===== config.mk =====
export PLATFORM = sky130hd
export DESIGN_NAME = serial_addsub_flat
export DESIGN_NICKNAME = d
export VERILOG_FILES = /design/src/rtl/serial_addsub_if.sv /design/src/rtl/serial_addsub.sv /design/src/flat_wrapper.sv
export SDC_FILE = /design/constraint.sdc
export NUM_CORES = 1
export LEC_CHECK = 0
export ABC_AREA = 1
export CAP_MARGIN = 20
export CORE_MARGIN = 2
export CORE_UTILIZATION = 55
export DETAILED_ROUTE_END_ITERATION = 16
export DONT_BUFFER_PORTS = 1
export PLACE_DENSITY = 0.81
export SYNTH_ARGS = -nofsm -noshare
export SYNTH_HDL_FRONTEND = slang
export SYNTH_SLANG_ARGS = --single-unit

===== constraint.sdc =====
create_clock -name clk -period 1.85 [get_ports clk]
set_input_delay 0.2775 -clock clk [delete_from_list [all_inputs] [get_ports clk]]
set_output_delay 0.2775 -clock clk [all_outputs]
set_load 0.005 [all_outputs]

===== src/rtl/serial_addsub_if.sv =====
// Handshake and operand/result bundle for serial_addsub.
// The master drives the request side; the slave (the unit) drives status and result.
interface serial_addsub_if #(
  parameter int WIDTH = 8
);
  logic             start;
  logic [WIDTH-1:0] a;
  logic [WIDTH-1:0] b;
  logic             sub;
  logic             busy;
  logic             done;
  logic [WIDTH-1:0] sum;
  logic             carry_out;
  logic             overflow;
  logic             zero;

  modport master (
    output start, a, b, sub,
    input  busy, done, sum, carry_out, overflow, zero
  );

  modport slave (
    input  start, a, b, sub,
    output busy, done, sum, carry_out, overflow, zero
  );
endinterface


===== src/rtl/serial_addsub.sv =====
// Bit-serial add/subtract unit driving a 1-bit full adder cell, LSB first.
// Define SERIAL_SUB_EN to enable subtraction; otherwise sub is ignored and every operation is A+B.
module adder (
  output logic sum,
  output logic carry,
  input  logic a,
  input  logic b,
  input  logic cin
);
  assign sum   = a ^ b ^ cin;
  assign carry = (a & b) | (a & cin) | (b & cin);
endmodule

module serial_addsub #(
  parameter int WIDTH = 8
) (
  input  logic           clk,
  input  logic           rst,
  serial_addsub_if.slave bus
);

  localparam int             CW   = $clog2(WIDTH) + 1;
  localparam logic [CW-1:0]  LAST = CW'(WIDTH - 1);

  typedef enum logic [1:0] {
    IDLE = 2'd0,
    RUN  = 2'd1,
    DONE = 2'd2
  } state_t;

  state_t           state;
  state_t           state_next;

  logic [WIDTH-1:0] op_a;
  logic [WIDTH-1:0] op_b;
  logic [WIDTH-1:0] result;
  logic             cflop;
  logic             cmsb;
  logic [CW-1:0]    cnt;

  logic             add_sum;
  logic             add_carry;
  logic             accept;

  logic [WIDTH-1:0] sum_q;
  logic             done_q;
  logic             carry_out_q;
  logic             overflow_q;
  logic             zero_q;

  logic [WIDTH-1:0] load_b;
  logic             load_cin;

  adder bit_adder (add_sum, add_carry, op_a[0], op_b[0], cflop);

  assign accept = (state == IDLE) && bus.start;

`ifdef SERIAL_SUB_EN
  // Subtraction is A + ~B + 1: invert B and seed the carry with 1.
  assign load_b   = bus.sub ? ~bus.b : bus.b;
  assign load_cin = bus.sub;
`else
  logic unused_sub;
  assign unused_sub = bus.sub;
  assign load_b     = bus.b;
  assign load_cin   = 1'b0;
`endif

  always_ff @(posedge clk or posedge rst) begin
    if (rst) begin
      state <= IDLE;
    end else begin
      state <= state_next;
    end
  end

  always_comb begin
    state_next = state;
    case (state)
      IDLE: begin
        if (bus.start) begin
          state_next = RUN;
        end
      end
      RUN: begin
        if (cnt == LAST) begin
          state_next = DONE;
        end
      end
      DONE: begin
        state_next = IDLE;
      end
      default: begin
        state_next = IDLE;
      end
    endcase
  end

  always_ff @(posedge clk or posedge rst) begin
    if (rst) begin
      op_a   <= '0;
      op_b   <= '0;
      result <= '0;
      cflop  <= 1'b0;
      cmsb   <= 1'b0;
      cnt    <= '0;
    end else begin
      if (accept) begin
        op_a  <= bus.a;
        op_b  <= load_b;
        cflop <= load_cin;
        cnt   <= '0;
      end else if (state == RUN) begin
        op_a   <= op_a >> 1;
        op_b   <= op_b >> 1;
        result <= {add_sum, result[WIDTH-1:1]};
        cflop  <= add_carry;
        cnt    <= cnt + CW'(1);
        // Carry into the MSB, kept so overflow can compare it with the final carry.
        if (cnt == LAST) begin
          cmsb <= cflop;
        end
      end
    end
  end

  // Result and flags are published on the edge leaving DONE and hold until the next one.
  always_ff @(posedge clk or posedge rst) begin
    if (rst) begin
      done_q      <= 1'b0;
      sum_q       <= '0;
      carry_out_q <= 1'b0;
      overflow_q  <= 1'b0;
      zero_q      <= 1'b0;
    end else begin
      done_q <= (state == DONE);
      if (state == DONE) begin
        sum_q       <= result;
        carry_out_q <= cflop;
        overflow_q  <= cmsb ^ cflop;
        zero_q      <= (result == '0);
      end
    end
  end

  assign bus.busy      = (state != IDLE);
  assign bus.done      = done_q;
  assign bus.sum       = sum_q;
  assign bus.carry_out = carry_out_q;
  assign bus.overflow  = overflow_q;
  assign bus.zero      = zero_q;

endmodule


===== src/flat_wrapper.sv =====
// flat-port wrapper written by rule: the top's interface ports become plain ports
module serial_addsub_flat 
#(
  parameter int WIDTH = 8
)
  (clk, rst, bus_start, bus_a, bus_b, bus_sub, bus_busy, bus_done, bus_sum, bus_carry_out, bus_overflow, bus_zero);
  serial_addsub_if #(.WIDTH(WIDTH)) bus_i ();
  input  logic clk;
  input  logic rst;
  input wire logic [$bits(bus_i.start)-1:0] bus_start;
  input wire logic [$bits(bus_i.a)-1:0] bus_a;
  input wire logic [$bits(bus_i.b)-1:0] bus_b;
  input wire logic [$bits(bus_i.sub)-1:0] bus_sub;
  output wire logic [$bits(bus_i.busy)-1:0] bus_busy;
  output wire logic [$bits(bus_i.done)-1:0] bus_done;
  output wire logic [$bits(bus_i.sum)-1:0] bus_sum;
  output wire logic [$bits(bus_i.carry_out)-1:0] bus_carry_out;
  output wire logic [$bits(bus_i.overflow)-1:0] bus_overflow;
  output wire logic [$bits(bus_i.zero)-1:0] bus_zero;
  assign bus_i.start = bus_start;
  assign bus_i.a = bus_a;
  assign bus_i.b = bus_b;
  assign bus_i.sub = bus_sub;
  assign bus_busy = bus_i.busy;
  assign bus_done = bus_i.done;
  assign bus_sum = bus_i.sum;
  assign bus_carry_out = bus_i.carry_out;
  assign bus_overflow = bus_i.overflow;
  assign bus_zero = bus_i.zero;
  serial_addsub #(.WIDTH(WIDTH)) u_core (.clk(clk), .rst(rst), .bus(bus_i));
endmodule

# Word-level counts from Yosys, hierarchy flattened
# Index checks and enable logic that the tools add are counted.
[op_classes] add_sub_neg=1 multipliers=0 div=0 magnitude_cmp=0 n_eq_ne=5 shift=0 muxes=11 n_bitwise=9 reduce_logical=8
[ops] operator="8-bit 2-to-1 mux" n=4
[ops] operator="8-bit zero test" n=1
[ops] operator="4-bit 2-to-1 mux" n=2
[ops] operator="4-bit by 1-bit adder with 4-bit output (second input constant)" n=1
[ops] operator="4-bit by 3-bit equality test with 1-bit output (second input constant)" n=1
[ops] operator="2-bit 2-to-1 mux" n=2
[ops] operator="2-bit inequality test (second input constant)" n=2
[ops] operator="2-bit case mux with 2 select lines" n=1
[ops] operator="2-bit AND reduction" n=2
[ops] operator="2-bit nonzero test" n=2
[ops] operator="1-bit bitwise AND" n=3
[ops] operator="3-bit AND reduction" n=1
[ops] operator="1-bit XOR" n=3
[ops] operator="2-bit by 1-bit equality test with 1-bit output (second input constant)" n=1
[ops] operator="2-bit equality test (second input constant)" n=1
[ops] operator="2-bit zero test" n=1
[ops] operator="1-bit 2-to-1 mux" n=2
[ops] operator="1-bit bitwise OR" n=2
[ops] operator="1-bit logical AND" n=1
[ops] operator="1-bit NOT" n=1
[totals] register_bits=44 latch_bits=0 mem_bits_rw=0 mem_bits_ro=0 input_bits=20 out_inout_bits=13 wordCells=46 memories=0

# Depth between registers and ports, before layout
[logic_depth] ltp_word=5 ltp_mapped=6 ltp_nobuf=5

# Modules after synthesis
# From an unflattened synthesis, not the netlist that was laid out.
[hier_totals] cells_unflattened=207 area_unflattened_um2=1823.0
[modules_own_cells] module="serial_addsub" n_inst=1 cells_each=206 area_each_um2=1803.0 seq_area_each_um2=1101.1
[modules_own_cells] module="adder" n_inst=1 cells_each=1 area_each_um2=20.0 seq_area_each_um2=0.0

# Worst setup path after synthesis
# OpenSTA, ideal clock, no wires.
[synth_timing] path_kind="register to output" from="register u_core.state[0]" to="output bus_busy" arrival_time_ps=866 required_ps=1572 slack_ps=706 stages_incl_launch_ff=4 n_path_buf=1 path_cell_list="dfrtp_1 -> nor2_4 -> buf_2 -> inv_1"
[synth_between] elab_chain_cells=1
[synth_rtl] item="start: declaration" line_no="serial_addsub.sv:31" text="state_t state;"
[synth_rtl] item="start signal: assignment" line_no="serial_addsub.sv:73" text="state <= state_next;"
[synth_rtl] item="2-bit nonzero test" line_no="serial_addsub.sv:146" text="assign bus.busy = (state != IDLE);"
[synth_rtl] item="end: declaration" line_no="flat_wrapper.sv:14" text="output wire logic [$bits(bus_i.busy)-1:0] bus_busy;"
# No other way between the ends.

# Worst setup path in the final report
# Ends and elaborated chain as after synthesis.

==> flow_metrics.tcl <==
set metrics [dict create \
    p_sw_frac 0.3824 \
    syn_area_um2 1869 \
    synthTopCellsByCount "nand2_1 (73), dfrtp_1 (44), nand3_1 (33)" \
    vias 1360 \
    hold_class "input pin to flop" \
    ys_seq_elements 44 \
    setup_viol 0 \
    track_usage 0.1830 \
    synth_fp_nets 235 \
    grt_pass1_vias 1332 \
    drc 0 \
    wl_per_cell_um 11.95 \
    r2r-start "u_core.state[0]" \
    crit_type "flop to output port" \
    power.switching_uw 1181 \
    power_uw 3088 \
    synth_top_flop_cell "dfrtp_1" \
    worstPathCellList "nor2_4 > inv_1" \
    insertion_delay_ns 0.35 \
    seq_area_frac_synth 0.5890 \
    drv_cap 0 \
    p_leak_uw 0.0009845 \
    power.internal_uw 1907 \
    holdWs_ns 0.04396 \
    reg2regPathDepth 5 \
    fin_tns_setup_ns 0 \
    num_rows 21 \
    routed_wl_um 3142 \
    yosysTopAreaCellShare 0.5890 \
    synth.avg_cell_area_um2 8.776 \
    powerDensity_nw_per_um2 1555 \
    synthCells 213 \
    arrival_ns 1.29 \
    period_share 0.8477 \
    viasPerCell 5.171 \
    start_util 0.5646 \
    crit_path_end_kind "output port" \
    critical_path.slowest_cell "dfrtp_1" \
    hold_start "bus_start" \
    status "completed" \
    die_w_um 62.30 \
    cts_tree "built" \
    dp_hpwl_um 2187 \
    numPortBuffers 0 \
    num_io_pins 33 \
    synth-edff-count 0 \
    seq_power_share 0.523 \
    ys.warnings.count 0 \
    synth.most_common_cell "nand2_1" \
    slowest_delay_ns 0.47 \
    place_congestion 0.7795 \
    first_pass_iters 4 \
    finalHoldViolations 0 \
    path_max_fanout 18 \
    n_antenna_cell 0 \
    grt_setup_unrepaired "false" \
    clkPwrFrac 0.156 \
    drtIter0Drc 120 \
    antenna_found_initial 0 \
    ctsResizeCount 0 \
    dieHeight_um 62.30 \
    layout_min_cycle_time_ns 1.568 \
    drive_gt1_frac 0.08295 \
    startpoint_type "flop" \
    async_reset_ff_frac 1.000 \
    area_growth_pct 6.225 \
    path_buf_inv 1 \
    drv_slew 0 \
    grt-ovfl-total 0 \
    required_ns 1.57 \
    cts_buffers 5 \
    cts_buffer_depth 2 \
    max_freq_mhz 637.7 \
    hold_path_depth 2 \
    core_um2 3311 \
    cts_max_level 2 \
    fin_nets 238 \
    min_to "u_core.state[0]" \
    grt_pass1_wl_um 5609 \
    synth.distinct_cells 16 \
    drtAntennaViolNets 0 \
    yosys.area.top_type "dfrtp_1" \
    tightest_slew_ns 0.5318 \
    place_ws_ns 0.5859 \
    reg2reg_slack_ns 0.57 \
    cts.reportedPaths.clkPinSlew_ns 0.13 \
    power_frac_comb 0.321 \
    ir_drop_v 0.0007519 \
    postCtsSetupBuffers 0 \
    cts.sinks 44 \
    yosys-top-cells-area "dfrtp_1 (59%), nand2_1 (15%), nand3_1 (8.8%)" \
    root_buffer "clkbuf_4" \
    grt_max_degree 45 \
    cp_top_family "flip-flops" \
    finClkSkew_ns 0.01455 \
    fin_ws_ns 0.2818 \
    timing.rr.end "u_core.bus.sum[5]" \
    dieArea_um2 3881 \
    slew_headroom 0.6455 \
]
==> sequential cells by signal, indices dropped and copies added (netlist names) <==
name / cells
u_core.bus.sum: 8
u_core.op_a: 8
u_core.op_b: 8
u_core.result: 8
u_core.cnt: 4
u_core.state: 2
u_core.bus.carry_out: 1
u_core.bus.done: 1
u_core.bus.overflow: 1
u_core.bus.zero: 1
u_core.cflop: 1
u_core.cmsb: 1
==> cell type report <==
cell class	instances	area, um^2
sequential	44	1101
tap	46	57.56
clock buffer	7	55.05
clock inverter	1	7.507
multi-input combinational	141	649.4
inverter	18	67.56
fill	297	1325
timing repair buffer	6	47.55
==> logic make-up after synthesis <==
logic type	count (synthesis)	synth area share
AND/OR/NAND/NOR	115	0.2637
flip-flops	44	0.5890
buffers and inverters	28	0.06359
AO/OA/AOI/OAI	23	0.06158
adder cells (fa/ha/maj)	2	0.01740
XOR/XNOR	1	0.004686
==> layout by cell type, fill, tap and decap left out <==
cell	n
nand2_1	73
dfrtp_1	44
nand3_1	33
o21ai_1	23
inv_1	15
nor2_1	5
clkbuf_4	5
buf_4	5
inv_2	3
nor2_4	2
nand2_2	1
xnor2_1	1
nand4_1	1
fa_1	1
ha_1	1
clkinvlp_4	1
clkbuf_1	1
clkbuf_8	1
dlygate4sd3_1	1
==> worst register-to-register path: stages (launching register included) <==
cell	delay [ns]
dfrtp_1	0.47
inv_2	0.07
nand2_1	0.24
buf_4	0.28
nand2_1	0.06
o21ai_1	0.06
==> what timing repair did <==
| action | in CTS | in global routing |
|---|---|---|
| hold buffers | 1 | 0 |
| hold endpoints to repair | 44 | 0 |
| endpoints found under the setup margin | 0 | 0 |
==> power groups by stage <==
stage                     Clock [uW]  Sequential, uW  Combinational, uW
after CTS                        498            1620               1010
after global placement             0            1630                957
after floorplan                    0            1580                841
final                            482            1620                991
after detailed placement           0            1640               1010
after global routing             535            1670               1150
==> how the worst max path moves through the flow <==
stage | from | end | cells after the start
after global routing | u_core.state[0] | bus_busy | 2
after floorplan | rst | u_core.bus.carry_out | 1
after detailed placement | u_core.state[0] | u_core.bus.sum[5] | 5
final | u_core.state[0] | bus_busy | 2
after global placement | u_core.state[0] | u_core.bus.overflow | 5
after CTS | u_core.state[0] | bus_busy | 2
==> through the flow <==
step	instance area [um^2]	util	instances
2_1_floorplan	1869	-	213
3_3_place_gp	1913	0.5779	254
3_5_place_dp	1913	0.5779	254
4_1_cts	1986	0.5998	263
5_1_grt	1986	0.5998	263
6_report	1986	0.5998	263
==> layer usage <==
layer | up-vias | wire, um | global-route usage
li1 | 678 | - | -
met1 | 635 | 1418 | 0.2047
met4 | 0 | 62 | 0.08889
met3 | 8 | 165 | 0.05435
met2 | 39 | 1495 | 0.3193
met5 | - | 0 | 0
No activity file was read; power rests on OpenSTA's default activity.
